$ cat config.mk
export PLATFORM = sky130hd
export DESIGN_NAME = regfile_wb_ctrl
export DESIGN_NICKNAME = d
export VERILOG_FILES = /design/src/rtl/regfile_wb_ctrl.sv
export SDC_FILE = /design/constraint.sdc
export NUM_CORES = 1
export LEC_CHECK = 0
export ABC_AREA = 1
export CAP_MARGIN = 20
export CORE_MARGIN = 5
export CORE_UTILIZATION = 60
export CTS_BUF_LIST = sky130_fd_sc_hd__clkbuf_8
export CTS_CLUSTER_SIZE = 8
export DETAILED_ROUTE_END_ITERATION = 6
export GPL_TIMING_DRIVEN = 0
export PLACE_DENSITY = 0.92
export REMOVE_ABC_BUFFERS = 1
export SLEW_MARGIN = 20
export SYNTH_ARGS = -nofsm -noshare
export SYNTH_HDL_FRONTEND = slang
export SYNTH_SLANG_ARGS = --single-unit
$ cat constraint.sdc
create_clock -name clk -period 9.1 [get_ports clk]
set_input_delay 0.91 -clock clk [delete_from_list [all_inputs] [get_ports clk]]
set_output_delay 0.91 -clock clk [all_outputs]
set_load 0.01 [all_outputs]
$ cat src/rtl/regfile_wb_ctrl.sv
// Register-file write-port owner: merges load returns (priority) with buffered ALU results and tracks pending destinations.
// Optional stall counter output enabled by defining REGFILE_WB_STALL_CNT_EN.
module regfile_wb_ctrl #(
  parameter int unsigned FIFO_DEPTH = 4,
  parameter int unsigned CNT_W      = 3
) (
  input  logic             clk,
  input  logic             rst,
  input  logic             alu_valid,
  output logic             alu_ready,
  input  logic [4:0]       alu_dest,
  input  logic [31:0]      alu_data,
  input  logic             ld_valid,
  input  logic [4:0]       ld_dest,
  input  logic [31:0]      ld_data,
  input  logic             iss_valid,
  input  logic [4:0]       iss_dest,
  output logic [31:0]      pending,
  output logic             wren,
  output logic [4:0]       wr,
  output logic [31:0]      wd,
  output logic [CNT_W-1:0] fifo_count
`ifdef REGFILE_WB_STALL_CNT_EN
  ,
  output logic [31:0]      stall_cnt
`endif
);

  localparam int unsigned PTR_W = CNT_W - 1;

  typedef enum logic [1:0] {
    SRC_NONE,
    SRC_LOAD,
    SRC_FIFO,
    SRC_BYPASS
  } src_t;

  logic [4:0]       mem_dest [FIFO_DEPTH];
  logic [31:0]      mem_data [FIFO_DEPTH];
  logic [PTR_W-1:0] rd_ptr;
  logic [PTR_W-1:0] wr_ptr;

  src_t        src;
  logic        empty;
  logic        full;
  logic        alu_use;
  logic        ld_use;
  logic        push;
  logic        pop;
  logic [4:0]  sel_dest;
  logic [31:0] sel_data;
  logic [31:0] pending_nxt;

  assign empty     = (fifo_count == '0);
  assign full      = (fifo_count == CNT_W'(FIFO_DEPTH));
  assign alu_ready = !full;
  assign alu_use   = alu_valid && alu_ready && (alu_dest != 5'd0);
  assign ld_use    = ld_valid && (ld_dest != 5'd0);

  always_comb begin
    src      = SRC_NONE;
    sel_dest = '0;
    sel_data = '0;
    pop      = 1'b0;
    if (ld_use) begin
      src      = SRC_LOAD;
      sel_dest = ld_dest;
      sel_data = ld_data;
    end else if (!empty) begin
      src      = SRC_FIFO;
      sel_dest = mem_dest[rd_ptr];
      sel_data = mem_data[rd_ptr];
      pop      = 1'b1;
    end else if (alu_use) begin
      src      = SRC_BYPASS;
      sel_dest = alu_dest;
      sel_data = alu_data;
    end
    push = alu_use && (src != SRC_BYPASS);
  end

  // Clear for the write being registered first, so a same-cycle issue re-sets the bit.
  always_comb begin
    pending_nxt = pending;
    if (src != SRC_NONE)
      pending_nxt[sel_dest] = 1'b0;
    if (iss_valid && (iss_dest != 5'd0))
      pending_nxt[iss_dest] = 1'b1;
    pending_nxt[0] = 1'b0;
  end

  always_ff @(posedge clk) begin
    if (push) begin
      mem_dest[wr_ptr] <= alu_dest;
      mem_data[wr_ptr] <= alu_data;
    end
  end

  always_ff @(posedge clk) begin
    if (rst) begin
      rd_ptr     <= '0;
      wr_ptr     <= '0;
      fifo_count <= '0;
      wren       <= 1'b0;
      wr         <= '0;
      wd         <= '0;
      pending    <= '0;
    end else begin
      if (push)
        wr_ptr <= wr_ptr + PTR_W'(1);
      if (pop)
        rd_ptr <= rd_ptr + PTR_W'(1);
      case ({push, pop})
        2'b10:   fifo_count <= fifo_count + CNT_W'(1);
        2'b01:   fifo_count <= fifo_count - CNT_W'(1);
        default: fifo_count <= fifo_count;
      endcase
      wren <= (src != SRC_NONE);
      if (src != SRC_NONE) begin
        wr <= sel_dest;
        wd <= sel_data;
      end
      pending <= pending_nxt;
    end
  end

`ifdef REGFILE_WB_STALL_CNT_EN
  logic stall_hit;

  assign stall_hit = (alu_valid && !alu_ready) || (ld_use && !empty);

  always_ff @(posedge clk) begin
    if (rst)
      stall_cnt <= '0;
    else if (stall_hit && (stall_cnt != '1))
      stall_cnt <= stall_cnt + 32'd1;
  end
`endif

endmodule

### Word-level counts from Yosys, hierarchy flattened

Memories as Yosys holds them, arrays and structs flattened. A register that Yosys moved wholly into a read port is not among the register bits.
Cells that the tools add are included.

* $add $sub $neg: 4
* $lt $le $gt $ge: 4
* equal/unequal tests: 4
* multiplexer cells: 24
* bitwise gates (word level): 3
* reduce and logical (&&, ||, !) cells: 14

Operators by type and width (number)
* 2-to-1 mux 32 bit: 5
* bitwise AND 32 bit: 1
* NOT 32 bit: 1
* OR 32 bit: 1
* 2-to-1 mux 5 bit: 3
* nonzero test 5 bit: 3
* 2-to-1 mux 2 bit: 7
* < comparator 5 x 6 -> 1 bit (second input constant): 2
* demux 1 bit (select 5 bit): 2
* >= comparator 5 x 1 -> 1 bit (second input constant): 2
* logical AND 1 bit: 7
* 2-to-1 mux 1 bit: 6
* one-hot mux 3 bit (2 select lines): 1
* adder 2 x 1 -> 2 bit (second input constant): 2
* nonzero test 2 bit: 2
* adder 3 x 1 -> 3 bit (second input constant): 1
* equality test 3 bit (second input constant): 1
* logical NOT 3 bit: 1
* subtractor 3 x 1 -> 3 bit (second input constant): 1
* equality test 2 x 1 -> 1 bit (second input constant): 1
* equality test 2 bit (second input constant): 1
* != test 2 bit (second input constant): 1
* logical NOT 1 bit: 1

* flip-flop bits (word level): 77
* RAM bits: 148
* bits of input ports: 84
* output and inout bits: 74
* memories: 2

Memory list
* mem_data: depth 4, bits a word 32, rd ports 1, clocked after Yosys merged registers in 1, write ports 1, line 39 `logic [31:0] mem_data [FIFO_DEPTH];`
* mem_dest: depth 4, bits a word 5, rd ports 1, clocked after Yosys merged registers in 1, write ports 1, line 38 `logic [4:0] mem_dest [FIFO_DEPTH];`

### Depth between registers and ports, before layout

* depth in word-level cells: 16
* depth in mapped cells: 14
* mapped depth without buffers: 12

### Least setup slack after synthesis

OpenSTA, ideal clock, no wires.

* path kind: input to register
* start: input ld_dest[4]
* end: memory mem_data[0][0] (enable)
* library setup time: 0.431 ns
* arrival: 3.048 ns
* setup slack: 5.621 ns
* stages: 7
* cells stage by stage: nor2_1 > nand3_1 > nand2_2 > buf_6 > nand2_2 > nand2_1 > nor2_1

* word-level cells in the longest chain between the ends: 7

RTL lines
* from (decl): line 14 `input logic [4:0] ld_dest,`
* nonzero test 5 bit: line 58 `assign ld_use = ld_valid && (ld_dest != 5'd0);`
* logical AND 1 bit: line 58
* 2-to-1 mux 2 bit: line 65 `if (ld_use) begin`
* != test 2 bit: line 79 `push = alu_use && (src != SRC_BYPASS);`
* logical AND 1 bit: line 79
* 2-to-1 mux 1 bit: line 93 `if (push) begin`
* 2-to-1 mux 1 bit (implied by the code): line 95 `mem_data[wr_ptr] <= alu_data;`
* to (decl): line 39

Every way passes these cells.

### Final worst setup path

* start: input ld_dest[2]
* end: register fifo_count[2]

* word-level cells in the longest chain between the ends: 7

RTL lines
* nonzero test 5 bit (*): line 58
* logical AND 1 bit (*): line 58
* 2-to-1 mux 2 bit: line 65
* != test 2 bit: line 79
* logical AND 1 bit: line 79
* equality test 2 x 1 -> 1 bit or equality test 2 bit (tied branches): line 113 `case ({push, pop})`
* one-hot mux 3 bit (2 select lines) or nonzero test 2 bit (tied branches)
* to (signal assigned): line 114 `2'b10: fifo_count <= fifo_count + CNT_W'(1);`
* to (signal assigned): line 115 `2'b01: fifo_count <= fifo_count - CNT_W'(1);`
* to (signal assigned): line 116 `default: fifo_count <= fifo_count;`
* to (decl): line 22 `output logic [CNT_W-1:0] fifo_count`

Mark *: on every way between the ends. The rest lies on a longest branch, timed or not.
A chain may end at the register's enable or synchronous reset.

==> run_results.csv <==
group,metric,value,unit
yosys,ys.flop_type,"edfxtp_1",
setup_path,path_delay_family,"buffers and inverters",
clock_network,post_cts.repair.setup_buffers,0,
yosys,synth-warning-count,0,
pwr,leakage,4.25,nW
finish,n_antenna_cell,0,
global_route,grt_pass1_wl,39200,microns
sta,clock_skew,0.0259,ns
yosys,synth_xor_area_share,0,%
global_route,grt_max_degree,76,
global_route,grt.overflow.total,0,
finish,drive_above_1_share,10.1,%
sta,rsz0062_at_grt,"false",
clock_network,htreeDepth,2,
yosys,synth_cells,920,
sta,period_minus_slack,3.73,ns
die,fp-row-count,46,
yosys,synth_compound_area_share,13.9,%
place,dp_hpwl,15500,microns
route,wl_per_cell,18.9,microns
yosys,syn_area_per_cell,10.5,sq um
pwr,cellPowerDensity,247,nW/um^2
setup_path,worstPathMaxFanout,34,
route,vias,7729,
yosys,async_flop_share,0,%
global_route,grt.total_usage,26.7,%
die,core-area,15800,sq um
clock_network,cts_buffers,37,
setup_path,slowest_delay,0.62,ns
clock_network,clk_latency,0.53,ns
yosys,synth-simple-area-share,17.7,%
setup_path,crit_type,"primary input to flop",
die,start_util,60.8,%
route,drc,0,
yosys,yosys-mux-area-fraction,0,%
route,via_per_inst,5.87,
pwr,ir_drop,0.187,mV
route,ant_nets,0,
die,ios,158,
yosys,yosys-top-cells-area,"edfxtp_1 46%, dfxtp_1 16%, nand2_1 8.0%, o21ai_0 3.4%, a41oi_2 3.2%",
yosys,synthAdderAreaFrac,0.858,%
finish,final_nets,1163,
finish,mostFrequentLayoutCell,"nand2_1",
global_route,grt_pass1_vias,7862,
finish,fillers,971,
setup_path,critPathSlowestCell,"inv_2",
clock_network,clkTransAtPathRegs,0.06,ns
sta,final-hold-violation-count,0,
route,routed_wl,24900,microns
clock_network,cts_tree,"built",
yosys,synth_edf_count,148,
run,drv_cap,0,
sta,slew_violations,0,
hold_path,min_from,"wd[13]",
die,die_x,137,microns
setup_path,critPathCaptureType,"flop",
place,port_buffers,156,
sta,slew_headroom,28.6,%
yosys,ys_types,41,
setup_path,path_buf_inv,3,
setup_path,path_cells,"clkdlybuf4s50_1, nor2_1, nand3_1, nand2_2, nand2_1, inv_2, ha_1, inv_1, fa_1, a21oi_1, o21ai_0, a21oi_1, o21a_1",
place,dpl-instance-area,11400,sq um
route,drt_pre_antenna_iters,6,
status,status,"finished, final reports clean",
finish,area_delta_synth_final,25.5,%
setup_path,startpoint,"ld_dest[2]",
route,drt-initial-drc-count,824,
clock_network,cts_hold_buf,0,
die,die_h,137,microns
clock_network,clockBufferDepth,3,
clock_network,numClockSinks,226,
setup_path,cpMostUsedCell,"a21oi_1",
place,place_congestion,0.887,
die,die_area,18700,sq um
sta,fin_setup_tns,0,ns
clock_network,cts-root-buf,"clkbuf_8",
clock_network,cts-resized-gates,0,
sta,tightest_slew,1.06,ns
sta,setup_viol,0,
finish,final_cell_mix,"206 x nand2_1, 155 x clkdlybuf4s50_1, 148 x edfxtp_1",
global_route,grt_antenna_before_repair,0,
setup_path,crit_required,9.57,ns
yosys,netlist.area_leader.share,46.2,%
yosys,synth_top_area_cell,"edfxtp_1",
yosys,synth_top_family_by_area,"simple AND/OR/NAND/NOR gates",
finish,final_cell_area,12100,sq um
yosys,ys_ff_latch,226,
setup_path,startpoint_type,"primary input",
sta,fin_crit_sh,41.0,%
yosys,ys_seq_area_share,62.4,%
hold_path,hold_class,"flop to flop",
sta,max_clock_freq,268,MHz
setup_path,worstPathArrival,4.20,ns
yosys,syn_area,9620,sq um
## per-layer routing
layer	track usage (%)	up-vias	part of all wire (%)	routed length, microns
met4	11.5	0	3.4	853
met2	46.0	361	50	12600
li1	-	3534	-	-
met3	5.00	72	7.5	1860
met1	33.1	3762	39	9660
met5	0	-	0	0
## cell type report
class                   count  area, sq um  share of cell area [%]
flip-flops and latches    226         6010                    49.7
multi-input cells         586         3170                    26.2
repair buffers            163         1730                    14.3
clock buffers              40          551                    4.56
well taps                 216          270                    2.24
inverters                  59          228                    1.88
clock inverters            26          129                    1.07
## worst min-delay path: cells and delay by family (launching register included)
kind            cells  cell delay [ns]
simple gates        1             0.06
compound gates      1             0.05
flops               1             0.30
## synth_stat cells, types with 11 or more instances
library cell	instances
nand2_1	206
edfxtp_1	148
nor2_1	81
dfxtp_1	78
o21ai_0	66
inv_1	53
a21oi_1	49
nand3_1	47
o22ai_1	32
clkbuf_1	23
a41oi_2	19
nor3_1	12
buf_2	11
## per-stage QoR
| stage | instances | setup WS (ns) | power (mW) | utilization (%) | hold slack (ns) |
|---|---|---|---|---|---|
| floorplan | 871 | 5.49 | 1.80 | - | 0.477 |
| global placement | 1243 | 3.44 | 2.11 | 70.7 | 0.446 |
| detailed placement | 1250 | 4.87 | 2.17 | 72.0 | 0.454 |
| CTS | 1316 | 5.40 | 2.98 | 76.3 | 0.463 |
| global route | 1316 | 5.14 | 3.13 | 76.3 | 0.475 |
| finish | 1316 | 5.37 | 2.98 | 76.3 | 0.461 |
## logic make-up after synthesis
kind of cell | after synthesis
AO/OA/AOI/OAI | 199
adder cells (fa/ha/maj) | 6
AND/OR/NAND/NOR | 380
flip-flops | 226
buffers and inverters | 108
other | 1
## report_power, final
group | internal, mW | switching (mW) | total [mW] | leakage, nW
Clock | 0.431 | 0.383 | 0.814 | 0.425
Sequential | 1.23 | 0.0894 | 1.32 | 1.99
Combinational | 0.314 | 0.528 | 0.842 | 1.84
## flip-flops by register name, indices dropped and copies added (netlist names), named ones only
name,count
wd,32
wr,5
wren,1
rd_ptr,2
pending,31
mem_data,128
mem_dest,20
fifo_count,3
wr_ptr,2
## final timing paths
kind	slack, ns	depth (start not counted)	endpoint
worst max register to register	6.08	9	pending[18]
worst min register to register	0.46	2	wd[13]
worst min-delay path	0.46	2	wd[13]
worst max-delay path	5.37	13	fifo_count[2]
No activity file was read; power rests on OpenSTA's default activity.
